--- src/rtl/mult_req_arbiter.sv ---
// Round-robin front end that shares one multiplier among NUM_REQ requesters.
// Winner IDs go into an in-order tag FIFO so each returning product is routed back to its owner.
module mult_req_arbiter #(
   parameter int NUM_REQ         = 4,
   parameter int DIN_W           = 8,
   parameter int DOUT_W          = 2*DIN_W,
   parameter int MAX_OUTSTANDING = 8
) (
   input  logic                     clk,
   input  logic                     rst_n,
   input  logic [NUM_REQ-1:0]       req_valid_i,
   output logic [NUM_REQ-1:0]       req_ready_o,
   input  logic [NUM_REQ*DIN_W-1:0] req_a_i,
   input  logic [NUM_REQ*DIN_W-1:0] req_b_i,
   output logic [NUM_REQ-1:0]       resp_valid_o,
   output logic [DOUT_W-1:0]        resp_product_o,
   output logic [DIN_W-1:0]         mult_a_o,
   output logic [DIN_W-1:0]         mult_b_o,
   output logic                     mult_valid_o,
   input  logic [DOUT_W-1:0]        mult_product_i,
   input  logic                     mult_product_valid_i,
   input  logic                     drain_i,
   output logic                     drained_o,
   output logic                     tag_err_o
);

   localparam int ID_W  = $clog2(NUM_REQ);
   localparam int PTR_W = $clog2(MAX_OUTSTANDING);
   localparam int CNT_W = $clog2(MAX_OUTSTANDING + 1);

   typedef enum logic [1:0] {RUN, DRAIN, DRAINED} state_t;

   state_t             state, state_next;
   logic [ID_W-1:0]    rr_ptr;
   logic [ID_W-1:0]    winner;
   logic               found;
   logic               handshake;
   logic               pop;
   logic [DIN_W-1:0]   sel_a, sel_b;
   logic [PTR_W-1:0]   wr_ptr, rd_ptr;
   logic [CNT_W-1:0]   count;
   logic [ID_W-1:0]    tag_mem [MAX_OUTSTANDING];
   logic [NUM_REQ-1:0] pop_onehot;

   // Second pass overrides the first, so the lowest valid index at or above rr_ptr wins,
   // falling back to the lowest valid index overall when the search wraps.
   always_comb begin
      winner = '0;
      found  = 1'b0;
      for (int i = NUM_REQ-1; i >= 0; i--) begin
         if (req_valid_i[i]) begin
            winner = ID_W'(i);
            found  = 1'b1;
         end
      end
      for (int i = NUM_REQ-1; i >= 0; i--) begin
         if (req_valid_i[i] && (ID_W'(i) >= rr_ptr)) begin
            winner = ID_W'(i);
         end
      end
   end

   // drain_i gates ready directly so the cycle that requests a drain cannot sneak in an accept.
   always_comb begin
      req_ready_o = '0;
      if (rst_n && found && (state == RUN) && !drain_i &&
          (count < CNT_W'(MAX_OUTSTANDING))) begin
         req_ready_o[winner] = 1'b1;
      end
   end

   assign handshake = |(req_valid_i & req_ready_o);
   assign pop       = mult_product_valid_i && (count != '0);
   assign drained_o = (state == DRAINED);

   always_comb begin
      sel_a = '0;
      sel_b = '0;
      for (int i = 0; i < NUM_REQ; i++) begin
         if (ID_W'(i) == winner) begin
            sel_a = req_a_i[i*DIN_W +: DIN_W];
            sel_b = req_b_i[i*DIN_W +: DIN_W];
         end
      end
   end

   always_comb begin
      pop_onehot = '0;
      pop_onehot[tag_mem[rd_ptr]] = 1'b1;
   end

   always_ff @(posedge clk or negedge rst_n) begin
      if (!rst_n) begin
         rr_ptr       <= '0;
         mult_a_o     <= '0;
         mult_b_o     <= '0;
         mult_valid_o <= 1'b0;
      end else begin
         mult_valid_o <= handshake;
         if (handshake) begin
            rr_ptr   <= (winner == ID_W'(NUM_REQ-1)) ? '0 : winner + ID_W'(1);
            mult_a_o <= sel_a;
            mult_b_o <= sel_b;
         end
      end
   end

   always_ff @(posedge clk) begin
      if (handshake) begin
         tag_mem[wr_ptr] <= winner;
      end
   end

   // Pointers wrap explicitly so depths that are not a power of two still work.
   always_ff @(posedge clk or negedge rst_n) begin
      if (!rst_n) begin
         wr_ptr <= '0;
         rd_ptr <= '0;
         count  <= '0;
      end else begin
         if (handshake) begin
            wr_ptr <= (wr_ptr == PTR_W'(MAX_OUTSTANDING-1)) ? '0 : wr_ptr + PTR_W'(1);
         end
         if (pop) begin
            rd_ptr <= (rd_ptr == PTR_W'(MAX_OUTSTANDING-1)) ? '0 : rd_ptr + PTR_W'(1);
         end
         if (handshake && !pop) begin
            count <= count + CNT_W'(1);
         end else if (!handshake && pop) begin
            count <= count - CNT_W'(1);
         end
      end
   end

   always_ff @(posedge clk or negedge rst_n) begin
      if (!rst_n) begin
         resp_valid_o   <= '0;
         resp_product_o <= '0;
         tag_err_o      <= 1'b0;
      end else begin
         resp_valid_o <= pop ? pop_onehot : '0;
         if (pop) begin
            resp_product_o <= mult_product_i;
         end
         if (mult_product_valid_i && (count == '0)) begin
            tag_err_o <= 1'b1;
         end
      end
   end

   always_ff @(posedge clk or negedge rst_n) begin
      if (!rst_n) begin
         state <= RUN;
      end else begin
         state <= state_next;
      end
   end

   always_comb begin
      state_next = state;
      unique case (state)
         RUN: begin
            if (drain_i) state_next = DRAIN;
         end
         DRAIN: begin
            if (!drain_i) begin
               state_next = RUN;
            end else if ((count == '0) && !mult_product_valid_i) begin
               state_next = DRAINED;
            end
         end
         DRAINED: begin
            if (!drain_i) state_next = RUN;
         end
         default: state_next = RUN;
      endcase
   end

endmodule

--- config.mk ---
export PLATFORM = sky130hd
export DESIGN_NAME = mult_req_arbiter
export DESIGN_NICKNAME = d
export VERILOG_FILES = /design/src/rtl/mult_req_arbiter.sv
export SDC_FILE = /design/constraint.sdc
export NUM_CORES = 1
export LEC_CHECK = 0
export ABC_AREA = 1
export BUFFER_PORTS_ARGS = -buffer_cell sky130_fd_sc_hd__buf_2
export CAP_MARGIN = 40
export CORE_MARGIN = 1
export CORE_UTILIZATION = 49
export CTS_CLUSTER_DIAMETER = 50
export DETAILED_ROUTE_END_ITERATION = 6
export PLACE_DENSITY_LB_ADDON = 0.1
export REMOVE_ABC_BUFFERS = 1
export SLEW_MARGIN = 25
export SYNTH_ARGS = -nofsm -noshare
export SYNTH_HDL_FRONTEND = slang
export SYNTH_SLANG_ARGS = --single-unit
--- constraint.sdc ---
create_clock -name clk -period 3.4 [get_ports clk]
set_input_delay 0.34 -clock clk [delete_from_list [all_inputs] [get_ports clk]]
set_output_delay 0.34 -clock clk [all_outputs]
set_load 0.01 [all_outputs]
; ---- After elaboration in Yosys (flattened, before gate mapping)
; Memories as Yosys holds them, arrays and structs flattened.
; Index checks and enable logic that the tools add are counted.
[classes]
add_sub_neg = 5
order_cmp = 9
n_eq_ne = 11
mux = 38
bitwise = 1
n_reduce_logical = 26
[op_table]
columns = op, count
row1 = 8-bit two-way mux, 8
row2 = 2-bit two-way mux, 13
row3 = 4-bit two-way mux, 4
row4 = 1-bit logical AND, 15
row5 = 1-bit two-way mux, 8
row6 = 3-bit by 1-bit adder with 3-bit output (second input constant), 2
row7 = 3-bit == test (second input constant), 2
row8 = 2-bit by 3-bit < comparator with 1-bit output (second input constant), 2
row9 = 3-bit two-way mux, 2
row10 = 2-bit one-hot mux with 3 select lines, 1
row11 = 4-bit by 1-bit adder with 4-bit output (second input constant), 1
row12 = 4-bit AND, 1
row13 = 1-bit demux with 2-bit select, 2
row14 = 2-bit == test (first input constant), 2
row15 = 2-bit == test (second input constant), 2
row16 = 1-bit by 2-bit >= comparator with 1-bit output (first input constant), 2
row17 = 2-bit by 1-bit >= comparator with 1-bit output (second input constant), 2
row18 = 2-bit >= comparator (first input constant), 2
row19 = 1-bit zero test, 4
row20 = 2-bit zero test, 2
row21 = 4-bit zero test, 1
row22 = 4-bit < comparator (second input constant), 1
row23 = 2-bit != test (second input constant), 2
row24 = 4-bit nonzero test, 1
row25 = 8 further kinds, 8
[word_totals]
reg_bits = 52
mem_bits_rw = 16
input_bits = 88
output_inout_bits = 43
elab_cells = 102
n_memories = 1
[mem_list]
columns = name, depth, width, rd, rd_clocked_by_memory_dff, wr, line_no
row1 = tag_mem, 8, 2, 1, 0, 1, 42  ; logic [ID_W-1:0] tag_mem [MAX_OUTSTANDING];

; ---- Depth between registers and ports, before layout
; Gate-level depths: netlist of run 1.
[logic_depth]
word_depth = 19
depth_mapped = 21
ltp_nobuf = 19

; ---- Worst setup path after synthesis of run 1
; OpenSTA, ideal clock, no wires.
[synth_path]
path_type = register to register
start = register rr_ptr[1]
end = register count[3]
setup_ns = 0.131
t_arrival_ns = 2.863
t_required_ns = 3.269
slack_ns = 0.406
path_stages_with_launch = 22
cell_sequence = dfrtp_1 > inv_1 > o21ai_0 > o21ai_0 > nand2_1 > nand2_1 > inv_1 > ha_1 > clkbuf_1 > nand4_1 > nand2_1 > inv_1 > nand2_2 > buf_6 > ha_1 > inv_1 > ha_1 > a21oi_1 > nand2_1 > a21oi_1 > o21ai_0 > xor2_1
[synth_via]
elab_chain_cells = 16
word_cells_on_any_way = 25
[synth_lines]
columns = item, line_no
row1 = from (decl), 34  ; logic [ID_W-1:0] rr_ptr;
row2 = from (signal assigned), 101  ; rr_ptr <= (winner == ID_W'(NUM_REQ-1)) ? '0 : winner + ID_W'(1);
row3 = 2-bit >= comparator, 57  ; if (req_valid_i[i] && (ID_W'(i) >= rr_ptr)) begin
row4 = 1-bit logical AND, 57
row5 = 2-bit two-way mux (3 in a row), 57
row6 = 2-bit two-way mux (*), 57
row7 = via winner[0], 35  ; logic [ID_W-1:0] winner;
row8 = 2-bit by 3-bit < comparator with 1-bit output (implied by the code) / 2-bit by 1-bit >= comparator with 1-bit output (equally long branches), 68  ; req_ready_o[winner] = 1'b1;
row9 = 1-bit logical AND (implied by the code), 68
row10 = 1-bit two-way mux (implied by the code), 68
row11 = 1-bit demux with 2-bit select (*), 68
row12 = 4-bit two-way mux (*), 66  ; if (rst_n && found && (state == RUN) && !drain_i &&
row13 = 4-bit AND (*), 72  ; assign handshake = |(req_valid_i & req_ready_o);
row14 = 4-bit OR reduction (*), 72
row15 = via handshake, 37  ; logic handshake;
row16 = 1-bit zero test, 129  ; end else if (!handshake && pop) begin
row17 = 1-bit logical AND, 129
row18 = 2-bit nonzero test (no source line), -
row19 = to (signal assigned), 128  ; count <= count + CNT_W'(1);
row20 = to (signal assigned), 130  ; count <= count - CNT_W'(1);
row21 = to (decl), 41  ; logic [CNT_W-1:0] count;
; Mark *: on every way through the listed nets, which the timed path passes. The rest lies on a longest branch.
; A chain may end at the register's enable or synchronous reset.

; ---- Worst setup path in the final report of run 1
[layout_path]
start = register rr_ptr[1]
end = register count[3]
[layout_via]
elab_chain_cells = 16
word_cells_on_any_way = 25
[layout_lines]
columns = item, line_no
row1 = 2-bit >= comparator, 57
row2 = 1-bit logical AND, 57
row3 = 2-bit two-way mux (3 in a row), 57
row4 = 2-bit two-way mux (*), 57
row5 = via winner[0], 35
row6 = 2-bit by 3-bit < comparator with 1-bit output (implied by the code) / 2-bit by 1-bit >= comparator with 1-bit output (equally long branches), 68
row7 = 1-bit logical AND (implied by the code), 68
row8 = 1-bit two-way mux (implied by the code), 68
row9 = 1-bit demux with 2-bit select (*), 68
row10 = 4-bit two-way mux (*), 66
row11 = 4-bit AND (*), 72
row12 = 4-bit OR reduction (*), 72
row13 = 1-bit zero test, 129
row14 = 1-bit logical AND, 129
row15 = 2-bit nonzero test (no source line), -
; Marked as above.

==> out/metrics.cfg, run 1 <==
[drt]
drt_iter0_drc=112
viasPerCell=4.94
wl_mm=8.16
vias=3280
wl_per_cell_um=12.3
final_antenna_net_count=0
route.detailed.drc=0
first_pass_iters=5

[power_and_ir_drop]
p_leak_uw=0.00234
powerDensity_mw_per_mm2=732
clkPwrFrac=0.210
internal-power_uw=1960
combinationalPowerShare=0.408
power_frac_seq=0.382
p_total_uw=3220
p_sw_frac=0.393
p_switching_uw=1270
ir_worst_vdd_uv=364

[timing]
period_needed_ns=3.12
grt_setup_unrepaired=false
slew_headroom=0.520
worstMarginPinSlew_ns=0.719
finalCritPeriodShare=0.917
hold_slack_ns=0.166
hold_violations=0
finalSetupTns_ns=0
fin_skew_ns=0.0159
drv_slew=0
fmax_mhz=321
setup_viol=0

[global_routing]
grt_max_degree=53
grt_pass1_wl_mm=12.6
grt_overflow=0
grt_usage=0.217
grt_pass1_vias=2759
antenna_found_initial=0

[cells_and_area]
final_cell_mix=182 x nand2_1, 130 x buf_2, 52 x dfrtp_1
drive_above_1_share=0.282
finalCoreUtilization=0.641
area_growth_pct=25.7
final_nets=663
final_common_cell=nand2_1
diodes=0
final_area_mm2=0.00440

[synthesis]
ys_async_sr_fraction=0.765
synth-seq-cells=68
synth-main-ff-cell=dfrtp_1
seq_area_frac_synth=0.508
synth_area_mm2=0.00350
synth_area_per_cell_um2=8.06
synth_edf_count=16
yosysWarnings=0
syn-instance-count=435
synthDistinctLibCells=29

[placement]
port_buffers=130
dp_hpwl_mm=5.86
placed_area_mm2=0.00420
place_congestion=0.842

[clock_tree]
clk_latency_ns=0.34
cts_hold_buffers=0
clock-sinks=68
cts_buffers=9
clock_path_buffers=2
cts_tree=done
clkTransAtPathRegs_ns=0.08
clock-root-buffer=clkbuf_8
cts_setup_buffers=0
cts_resized=0
htree_levels=3

[setup_path]
crit_type=reg2reg
r2r_setup_slack_ns=0.28
critPathArrivalTime_ns=3.33
cp-end-kind=flop
cp.required_ns=3.61
crit_fanout=10
cp-start-kind=flop

[flow_run]
drv_cap=0

[floorplanning]
std_cell_rows=30
coreArea_mm2=0.00687
die_area_mm2=0.00749
start_util=0.510
die_y_um=86.6
pin_count=131
die_x_um=86.6

[outcome]
status=completed

[hold_path]
hold_path_class=in2async

==> power groups by stage <==
stage	sequential [uW]	combinational (uW)	clock, uW
after CTS	1230	1320	690
final	1230	1310	679
after floorplan	1300	798	0
after global placement	1240	1280	0
after global routing	1260	1500	723
after detailed placement	1240	1320	0
==> through the flow <==
stage | std cells | setup WS [ns]
after floorplan | 416 | -0.0191
after global routing | 664 | 0.0312
final | 664 | 0.283
after global placement | 648 | 0.562
after CTS | 664 | 0.353
after detailed placement | 648 | 0.401
==> cells in the mapped netlist, drive strengths merged (5+ instances only) <==
cell type / number / area share
nand4: 5 / 0.0089
nor2: 29 / 0.037
nand3: 6 / 0.0086
inv: 24 / 0.026
buf: 14 / 0.028
ha: 11 / 0.039
edfxtp: 16 / 0.14
clkbuf: 5 / 0.0054
a21oi: 19 / 0.027
nor3: 8 / 0.011
nand2: 185 / 0.20
dfrtp: 52 / 0.37
o21ai: 48 / 0.069
==> cell families after synthesis <==
logic type      Yosys count  share of synthesized area
compound gates           74                      0.110
xor+xnor                  3                    0.00750
fa+ha+maj                12                     0.0450
buf+inv                  44                     0.0603
flops                    68                      0.508
mux                       1                    0.00321
simple gates            233                      0.266
==> layout make-up <==
type                    count  area, um^2
flip-flops and latches     68        1780
fillers                   630        2460
inverters                  25        93.8
clock inverters             4        46.3
repair buffers            136         696
clock buffers              12         155
well taps                  96         120
multi-input cells         323        1510
==> sequential cells by signal, indices dropped and copies added (netlist names) <==
name / cells
state: 2
mult_a_o: 8
rd_ptr: 3
tag_mem: 16
count: 4
wr_ptr: 3
resp_valid_o: 4
resp_product_o: 16
rr_ptr: 2
mult_b_o: 8
tag_err_o: 1
mult_valid_o: 1
==> worst paths after layout <==
path / cells past startpoint / from / end
worst min register to register: 1 / state[1]$_DFFE_PN0P_ / state[0]$_DFFE_PN0P_
max in group asynchronous: 2 / rst_n / wr_ptr[1]$_DFFE_PN0P_
worst min-delay path: 2 / rst_n / count[1]$_DFFE_PN0P_
worst max register to register: 19 / rr_ptr[1]$_DFFE_PN0P_ / count[3]$_DFFE_PN0P_
min in group clk: 3 / mult_product_i[15] / resp_product_o[15]$_DFFE_PN0P_
worst max-delay path: 19 / rr_ptr[1]$_DFFE_PN0P_ / count[3]$_DFFE_PN0P_
==> per-layer routing <==
layer  track usage  wire length [um]  part of all wire  vias up
li1              -                 -                 -     1659
met1         0.279              3760              0.46     1488
met2         0.370              3850              0.47      120
met3        0.0419               449             0.055       13
met4        0.0682               104             0.013        0
met5             0                 0                 0        -
==> worst max-delay path, stage by stage (launching register included) <==
cell and delay, ns:
dfrtp_1 0.39, inv_1 0.07, o21ai_0 0.20, o21ai_0 0.14, nand2_1 0.07, nand2_1 0.11
inv_1 0.27, ha_1 0.22, nand4_1 0.10, nand2_1 0.11, inv_1 0.06, nand2_2 0.06
ha_1 0.14, inv_1 0.09, ha_1 0.33, a21oi_1 0.16, nand2_1 0.08, a21oi_1 0.12
o21ai_0 0.11, xor2_1 0.15
Power figures use the tool's default switching activity.
==> run 2, diff against run 1 <==
--- a/config.mk
+++ b/config.mk
@@ -8,6 +8,7 @@
 export ABC_AREA = 1
 export BUFFER_PORTS_ARGS = -buffer_cell sky130_fd_sc_hd__buf_2
 export CAP_MARGIN = 40
+export CORE_ASPECT_RATIO = 1.5
 export CORE_MARGIN = 1
 export CORE_UTILIZATION = 49
 export CTS_CLUSTER_DIAMETER = 50
==> run 2 against run 1 <==
Effect of this change:
- power fell by 3.8%
- critical path depth stayed put
- first-iteration DRC count down 13%
- the flow now finishes with violations (design-rule violations)
- largest cell class unchanged
- worst hold slack worse by 0.029 ns
- combinational power barely moved
==> out/metrics.cfg, run 2 (synthesis gave the netlist of run 1 again) <==
[clock_tree]
htree_levels=3
clkTransAtPathRegs_ns=0.07
clock-sinks=68
clock_path_buffers=2
cts_buffers=9
clock-root-buffer=clkbuf_8
cts_resized=0
cts_hold_buffers=0
cts_setup_buffers=0
clk_latency_ns=0.34
cts_tree=done

[drt]
viasPerCell=4.92
route.detailed.drc=8
vias=3190
wl_per_cell_um=11.9
drt_iter0_drc=98
first_pass_iters=7
final_antenna_net_count=0
wl_mm=7.68

[cells_and_area]
reg_top3=resp_product_o: 16 flops, tag_mem: 16 flops
stdcell_count=648
final_cell_mix=182 x nand2_1, 130 x buf_2, 52 x dfrtp_1
final_nets=665
final_common_cell=nand2_1
diodes=0
area_growth_pct=24.5
drive_above_1_share=0.284
finalCoreUtilization=0.633

[floorplanning]
start_util=0.508
die_x_um=71.1
pin_count=131
die_area_mm2=0.00750
die_y_um=106
coreArea_mm2=0.00690
std_cell_rows=37

[global_routing]
grt_overflow=0
grt_pass1_vias=3138
antenna_found_initial=0
grt_usage=0.225
grt_max_degree=53
grt_pass1_wl_mm=13.1

[timing]
grt_setup_unrepaired=false
worstMarginPinSlew_ns=0.636
hold_violations=0
fin_skew_ns=0.00757
drv_slew=0
fmax_mhz=324
finalCritPeriodShare=0.908
setup_viol=0
slew_headroom=0.576
hold_slack_ns=0.137
finalWorstSetupSlack_ns=0.312
period_needed_ns=3.09

[setup_path]
critPathArrivalTime_ns=3.30
cp-start-kind=flop
crit_type=reg2reg
cp.required_ns=3.62
rr_endpoint=count[3]$_DFFE_PN0P_
r2r_setup_slack_ns=0.31
crit_fanout=10
worstReg2RegStart=rr_ptr[1]$_DFFE_PN0P_
ff2ff_path_depth=19
cp-end-kind=flop
crit_start=rr_ptr[1]$_DFFE_PN0P_

[power_and_ir_drop]
p_leak_uw=0.00232
ir_worst_vdd_uv=259
powerDensity_mw_per_mm2=710

[placement]
dp_hpwl_mm=5.87
place_inst=632
place_congestion=0.893
port_buffers=130
dpl_worst_slack_ns=0.325

[flow_run]
drv_cap=0

[outcome]
violations=design-rule violations
status=finished with violations

[hold_path]
hold_path_class=in2async

[run 2: per-stage QoR]
stage | total power (uW) | setup TNS (ns) | instance area [um^2]
final | 3100 | 0 | 4360
after global routing | 3390 | 0 | 4360
after detailed placement | 2560 | 0 | 4200
after global placement | 2510 | 0 | 4200
after floorplan | 2090 | -0.0191 | 3390
after CTS | 3140 | 0 | 4360
[run 2: worst max path at each step]
stage	to	cells after the start
final	count[3]$_DFFE_PN0P_	19
after global routing	count[3]$_DFFE_PN0P_	19
after CTS	count[3]$_DFFE_PN0P_	19
after detailed placement	count[3]$_DFFE_PN0P_	20
after global placement	count[3]$_DFFE_PN0P_	20
after floorplan	count[3]$_DFFE_PN0P_	19
[run 2: routing by layer]
metal | vias to the layer above | wire [um] | GRT usage | share of wire
li1 | 1663 | - | - | -
met1 | 1388 | 3120 | 0.230 | 0.41
met2 | 126 | 3980 | 0.425 | 0.52
met3 | 13 | 448 | 0.0507 | 0.058
met4 | 0 | 142 | 0.101 | 0.018
met5 | - | 0 | 0 | 0
[run 2: worst max-delay path: stages, from the launching register on]
cell and delay, ns:
dfrtp_1 0.37, inv_1 0.06, o21ai_0 0.20, o21ai_0 0.13, nand2_1 0.07, nand2_1 0.10, inv_1 0.24, ha_1 0.25
nand4_1 0.11, nand2_1 0.10, inv_1 0.06, nand2_2 0.07, ha_1 0.13, inv_1 0.08, ha_1 0.33, a21oi_1 0.16
nand2_1 0.08, a21oi_1 0.14, o21ai_0 0.13, xor2_1 0.16
[run 2: layout make-up]
cell class | instances | area (um^2)
clock buffer | 10 | 128
clock inverter | 6 | 41.3
fill | 593 | 2530
inverter | 25 | 93.8
multi-input combinational | 323 | 1510
sequential | 68 | 1780
tap | 78 | 97.6
timing repair buffer | 138 | 711
[run 2: report_power, final]
group	total [uW]	switching, uW	internal, uW	leakage, uW
sequential	1230	158	1080	0.000799
clock	564	302	263	0.0000783
combinational	1300	793	510	0.00144
total	3100	1250	1850	0.00232
